--- src/rtl/aes_key_expand_seq.sv ---
// AES key-schedule word generator: loads an NK-word cipher key and streams
// w[0..NW-1] one word per valid/ready handshake, using an external S-box.
module aes_key_expand_seq #(
  parameter int unsigned NK        = 4,
  parameter int unsigned ROT_BYTES = 1
) (
  input  logic             clk,
  input  logic             rst_n,
  input  logic             start,
  input  logic [32*NK-1:0] key_in,
  output logic [31:0]      sbox_in,
  input  logic [31:0]      sbox_out,
  output logic [31:0]      word_out,
  output logic [5:0]       word_idx,
  output logic             word_valid,
  input  logic             word_ready,
  output logic             busy,
  output logic             done
);

  localparam int unsigned NR      = NK + 6;
  localparam int unsigned NW      = 4 * (NR + 1);
  localparam int unsigned PH_W    = $clog2(NK);
  localparam int unsigned ROT_W   = 8 * ROT_BYTES;
  localparam bit          SUB_MID = (NK == 8);

  if (!(NK == 4 || NK == 6 || NK == 8)) begin : g_bad_nk
    $error("aes_key_expand_seq: NK must be 4, 6 or 8");
  end
  if (ROT_BYTES < 1 || ROT_BYTES > 3) begin : g_bad_rot
    $error("aes_key_expand_seq: ROT_BYTES must be 1..3");
  end

  typedef enum logic [1:0] {
    S_IDLE,
    S_LOAD,
    S_EXPAND,
    S_DONE
  } state_t;

  state_t            r_state, w_state_nxt;
  logic [31:0]       r_win [NK];
  logic [31:0]       w_win_nxt [NK];
  logic [31:0]       w_key_words [NK];
  logic [7:0]        r_rcon, w_rcon_nxt;
  logic [PH_W-1:0]   r_phase, w_phase_nxt, w_phase_inc;
  logic [31:0]       r_word, w_word_nxt;
  logic [5:0]        r_idx, w_idx_nxt;
  logic              r_valid, w_valid_nxt;
  logic              r_busy, w_busy_nxt;
  logic              r_done, w_done_nxt;
  logic              w_accept;
  logic              w_sub_mid;
  logic [31:0]       w_rot;
  logic [31:0]       w_temp;
  logic [31:0]       w_gen;

  assign word_out   = r_word;
  assign word_idx   = r_idx;
  assign word_valid = r_valid;
  assign busy       = r_busy;
  assign done       = r_done;

  assign w_accept    = r_valid & word_ready;
  assign w_phase_inc = (r_phase == PH_W'(NK - 1)) ? '0 : r_phase + PH_W'(1);

  // w[0] sits in the most significant word of key_in
  always_comb begin
    for (int k = 0; k < NK; k++) begin
      w_key_words[k] = key_in[32*(NK-k)-1 -: 32];
    end
  end

  // Next word: window holds w[j-NK+1..j] while w[j] is on the output
  always_comb begin
    w_rot     = (r_win[NK-1] << ROT_W) | (r_win[NK-1] >> (32 - ROT_W));
    w_sub_mid = SUB_MID && (w_phase_inc == PH_W'(NK / 2));
    sbox_in   = w_sub_mid ? r_win[NK-1] : w_rot;
    w_temp    = r_win[NK-1];
    if (w_phase_inc == '0) begin
      w_temp = sbox_out ^ {r_rcon, 24'h0};
    end else if (w_sub_mid) begin
      w_temp = sbox_out;
    end
    w_gen = r_win[0] ^ w_temp;
  end

  always_comb begin
    w_state_nxt = r_state;
    w_win_nxt   = r_win;
    w_rcon_nxt  = r_rcon;
    w_phase_nxt = r_phase;
    w_word_nxt  = r_word;
    w_idx_nxt   = r_idx;
    w_valid_nxt = r_valid;
    w_busy_nxt  = r_busy;
    w_done_nxt  = 1'b0;
    unique case (r_state)
      S_IDLE: begin
        if (start) begin
          w_state_nxt = S_LOAD;
          w_win_nxt   = w_key_words;
          w_word_nxt  = w_key_words[0];
          w_idx_nxt   = '0;
          w_phase_nxt = '0;
          w_rcon_nxt  = 8'h01;
          w_valid_nxt = 1'b1;
          w_busy_nxt  = 1'b1;
        end
      end
      S_LOAD: begin
        if (w_accept) begin
          w_idx_nxt   = r_idx + 6'd1;
          w_phase_nxt = w_phase_inc;
          if (r_phase == PH_W'(NK - 1)) begin
            w_state_nxt = S_EXPAND;
            w_word_nxt  = w_gen;
            for (int k = 0; k < NK - 1; k++) w_win_nxt[k] = r_win[k+1];
            w_win_nxt[NK-1] = w_gen;
          end else begin
            w_word_nxt = r_win[w_phase_inc];
          end
        end
      end
      S_EXPAND: begin
        if (w_accept) begin
          if (r_phase == '0) begin
            w_rcon_nxt = {r_rcon[6:0], 1'b0} ^ (r_rcon[7] ? 8'h1b : 8'h00);
          end
          if (r_idx == 6'(NW - 1)) begin
            w_state_nxt = S_DONE;
            w_valid_nxt = 1'b0;
            w_busy_nxt  = 1'b0;
            w_done_nxt  = 1'b1;
          end else begin
            w_word_nxt  = w_gen;
            w_idx_nxt   = r_idx + 6'd1;
            w_phase_nxt = w_phase_inc;
            for (int k = 0; k < NK - 1; k++) w_win_nxt[k] = r_win[k+1];
            w_win_nxt[NK-1] = w_gen;
          end
        end
      end
      S_DONE: begin
        w_state_nxt = S_IDLE;
      end
      default: begin
        w_state_nxt = S_IDLE;
      end
    endcase
  end

  always_ff @(posedge clk) begin
    if (!rst_n) begin
      r_state <= S_IDLE;
      for (int k = 0; k < NK; k++) r_win[k] <= '0;
      r_rcon  <= 8'h01;
      r_phase <= '0;
      r_word  <= '0;
      r_idx   <= '0;
      r_valid <= 1'b0;
      r_busy  <= 1'b0;
      r_done  <= 1'b0;
    end else begin
      r_state <= w_state_nxt;
      for (int k = 0; k < NK; k++) r_win[k] <= w_win_nxt[k];
      r_rcon  <= w_rcon_nxt;
      r_phase <= w_phase_nxt;
      r_word  <= w_word_nxt;
      r_idx   <= w_idx_nxt;
      r_valid <= w_valid_nxt;
      r_busy  <= w_busy_nxt;
      r_done  <= w_done_nxt;
    end
  end

endmodule

--- config.mk ---
export PLATFORM = sky130hd
export DESIGN_NAME = aes_key_expand_seq
export DESIGN_NICKNAME = d
export VERILOG_FILES = /design/src/rtl/aes_key_expand_seq.sv
export SDC_FILE = /design/constraint.sdc
export NUM_CORES = 1
export LEC_CHECK = 0
export CORE_MARGIN = 4
export CORE_UTILIZATION = 38
export CTS_CLUSTER_DIAMETER = 200
export DETAILED_ROUTE_END_ITERATION = 8
export HOLD_SLACK_MARGIN = 0.02
export PLACE_DENSITY = 0.75
export REMOVE_ABC_BUFFERS = 1
export SYNTH_ARGS = -nofsm -noshare
export SYNTH_HDL_FRONTEND = slang
export SYNTH_SLANG_ARGS = --single-unit
--- constraint.sdc ---
create_clock -name clk -period 4.3 [get_ports clk]
set_input_delay 0.86 -clock clk [delete_from_list [all_inputs] [get_ports clk]]
set_output_delay 0.86 -clock clk [all_outputs]
set_load 0.1 [all_outputs]
==> flow_metrics.py <==
metrics = {
    "sta": {
        "min_period_ps": 3260,
        "setup_violations": 0,
        "period_share": 0.759,
        "maxSlewHeadroom": 0.279,
        "hold_viol": 0,
        "setup_ws_ps": 1040,
        "slew_violations": 0,
        "worst_slew_pin_slew_ps": 1080,
        "clock_skew_ps": 9.87,
        "rsz0062_at_grt": "false",
        "fmax_mhz": 306,
    },
    "placement": {
        "routabilityCongestion": 0.806,
        "pre_cts_ws_ps": 1050,
        "numPortBuffers": 236,
        "detailed_place_hpwl_microns": 20800,
        "dp.cells": 1667,
    },
    "clocking": {
        "htreeDepth": 4,
        "clockBufferDepth": 2,
        "cts_num_sinks": 180,
        "clock_latency_ps": 430,
        "cts_resized": 0,
        "cts.clk_slew.worst_paths_ps": 70,
        "cts_made_buffers": 17,
        "holdBufCountCts": 0,
        "cts_root_buf": "clkbuf_16",
        "post_cts_buffers": 0,
        "cts_tree": "yes",
    },
    "global_routing": {
        "antenna_found_initial": 3,
        "grt_pass1_vias": 9303,
        "grt_max_degree": 133,
        "grt_pass1_wl_microns": 49200,
        "grt_overflow_total": 0,
        "grt.total_usage": 0.197,
    },
    "die": {
        "start_util": 0.389,
        "io_pins": 237,
        "coreArea_sq_um": 27100,
        "rows": 60,
        "die_x_microns": 175,
        "die_h_microns": 175,
        "die_area_sq_um": 30500,
    },
    "worst_setup_path": {
        "critPathRequiredTime_ps": 4660,
        "r2r-start": "r_phase[0]$_SDFFE_PN0P_",
        "path_class": "register to register",
        "worstPathMaxFanout": 25,
        "timing.rr.end": "word_out[9]$_SDFFE_PN0P_",
        "critPathCaptureType": "register",
        "worstRegToRegCells": 5,
        "worstPathArrival_ps": 3630,
        "startpoint_type": "register",
        "reg2reg_slack_ps": 1040,
    },
    "worst_hold_path": {
        "holdCritStartpoint": "word_idx[1]$_SDFFE_PN0P_",
        "min_to": "word_idx[1]$_SDFFE_PN0P_",
        "hold_path_depth": 2,
        "hold_class": "register to register",
    },
    "synth": {
        "yosysMostFrequentCell": "dfxtp_1",
        "yosys_warnings": 0,
        "ys.flop_type": "dfxtp_1",
        "synth_area_sq_um": 10600,
        "ys_seq_area_frac": 0.342,
        "yosys-top-cells-count": "dfxtp_1, nand2_1, mux2i_1",
        "synth_edf_count": 0,
        "synthTopCellsByArea": "dfxtp_1, mux2i_1, o211a_1",
        "synth_cell_types": 43,
        "yosysTopAreaCell": "dfxtp_1",
        "async_flop_share": 0,
        "yosys.area.top_type_share": 0.342,
        "syn_inst": 1179,
        "ys_ff_latch": 180,
        "synth.avg_cell_area_sq_um": 8.95,
    },
    "detailed_routing": {
        "routed.top_layer": "met5",
        "vias": 9304,
        "route.met2.wl_microns": 14600,
        "wl_met1_microns": 14100,
        "via_per_inst": 5.48,
        "firstDrtPassIters": 5,
        "wl_per_cell_microns": 18.3,
        "ant_nets": 0,
        "drt_iter0_markers": 651,
        "wirelength_microns": 31100,
        "wl_met3_microns": 1970,
        "drc": 0,
    },
    "finish": {
        "nNetsFinal": 1487,
        "area_growth_pct": 27.4,
        "final_cells": 1699,
        "final_layout_size_suffix_gt1_frac": 0.0671,
        "final.fill_count": 2509,
    },
    "outcome": {
        "outcome": "complete, no violations",
    },
    "run": {
        "maxCapViolations": 0,
    },
}
[per-layer routing]
layer	GRT usage	up-vias
met4	0.0491	4
li1	-	4482
met2	0.321	308
met1	0.264	4469
met3	0.0465	41
met5	0	-
[sequential cells by signal (all words and copies together) (netlist names)]
register  cells
busy          1
word_idx      6
word_out     32
r_state       2
r_rcon        8
done          1
r_win       128
r_phase       2
[cells in the final DEF, fill, tap and decap left out, drive strengths merged, types with 10 or more instances in the layout]
cell type      count
clkdlybuf4s50    235
dfxtp            180
nand2            166
mux2i            155
o211a            120
a21oi             75
o21ai             57
xnor2             48
nor2              47
mux2              32
nor2b             28
a221oi            24
clkbuf            19
buf               17
o211ai            15
inv               14
and2              10
[worst max path at each step]
stage	startpoint	endpoint	slack, ps
3_5_place_dp	r_phase[0]$_SDFFE_PN0P_	word_out[9]$_SDFFE_PN0P_	1050
5_1_grt	r_phase[0]$_SDFFE_PN0P_	word_out[9]$_SDFFE_PN0P_	930
6_report	r_phase[0]$_SDFFE_PN0P_	word_out[9]$_SDFFE_PN0P_	1040
4_1_cts	r_phase[0]$_SDFFE_PN0P_	word_out[9]$_SDFFE_PN0P_	1030
3_3_place_gp	r_phase[0]$_SDFFE_PN0P_	word_out[17]$_SDFFE_PN0P_	1100
2_1_floorplan	r_phase[0]$_SDFFE_PN0P_	r_win[30]$_SDFFE_PN0P_	-6280
[through the flow]
step	TNS (ps)	util	hold slack (ps)	cell area, sq um
2_1_floorplan	-826340	-	469	9820
3_3_place_gp	0	0.474	497	12900
3_5_place_dp	0	0.474	507	12900
5_1_grt	0	0.496	549	13400
4_1_cts	0	0.496	524	13400
6_report	0	0.496	520	13400
[layout make-up]
| type | count | area, sq um | share of cell area |
|---|---|---|---|
| multi-input cells | 853 | 6230 | 0.463 |
| flip-flops and latches | 180 | 3600 | 0.268 |
| inverters | 10 | 37.5 | 0.00279 |
| repair buffers | 252 | 2520 | 0.187 |
| diodes | 1 | 2.50 | 0.000186 |
| clock inverters | 12 | 145 | 0.0108 |
| well taps | 372 | 465 | 0.0346 |
| clock buffers | 19 | 443 | 0.0329 |
[cells by family (layout without fill, tap and decap cells)]
family | after synthesis | in the layout | synth area share
AND/OR/NAND/NOR | 276 | 276 | 0.114
XOR/XNOR | 56 | 56 | 0.0465
multiplexers | 187 | 187 | 0.181
buffers and inverters | 146 | 293 | 0.0725
flip-flops | 180 | 180 | 0.342
adder cells (fa/ha/maj) | 9 | 9 | 0.0107
other | 0 | 1 | 0
AO/OA/AOI/OAI | 325 | 325 | 0.233
[critical path, stage by stage, from the launching register on]
cell and delay [ps]:
dfxtp_2 880, ha_2 620, a21oi_1 390, nor2_4 840, a221oi_1 240, a21oi_1 200
Power is left out: the tool's default activity adds up to more than one toggle a clock period on the data nets, which glitch-free logic cannot reach.
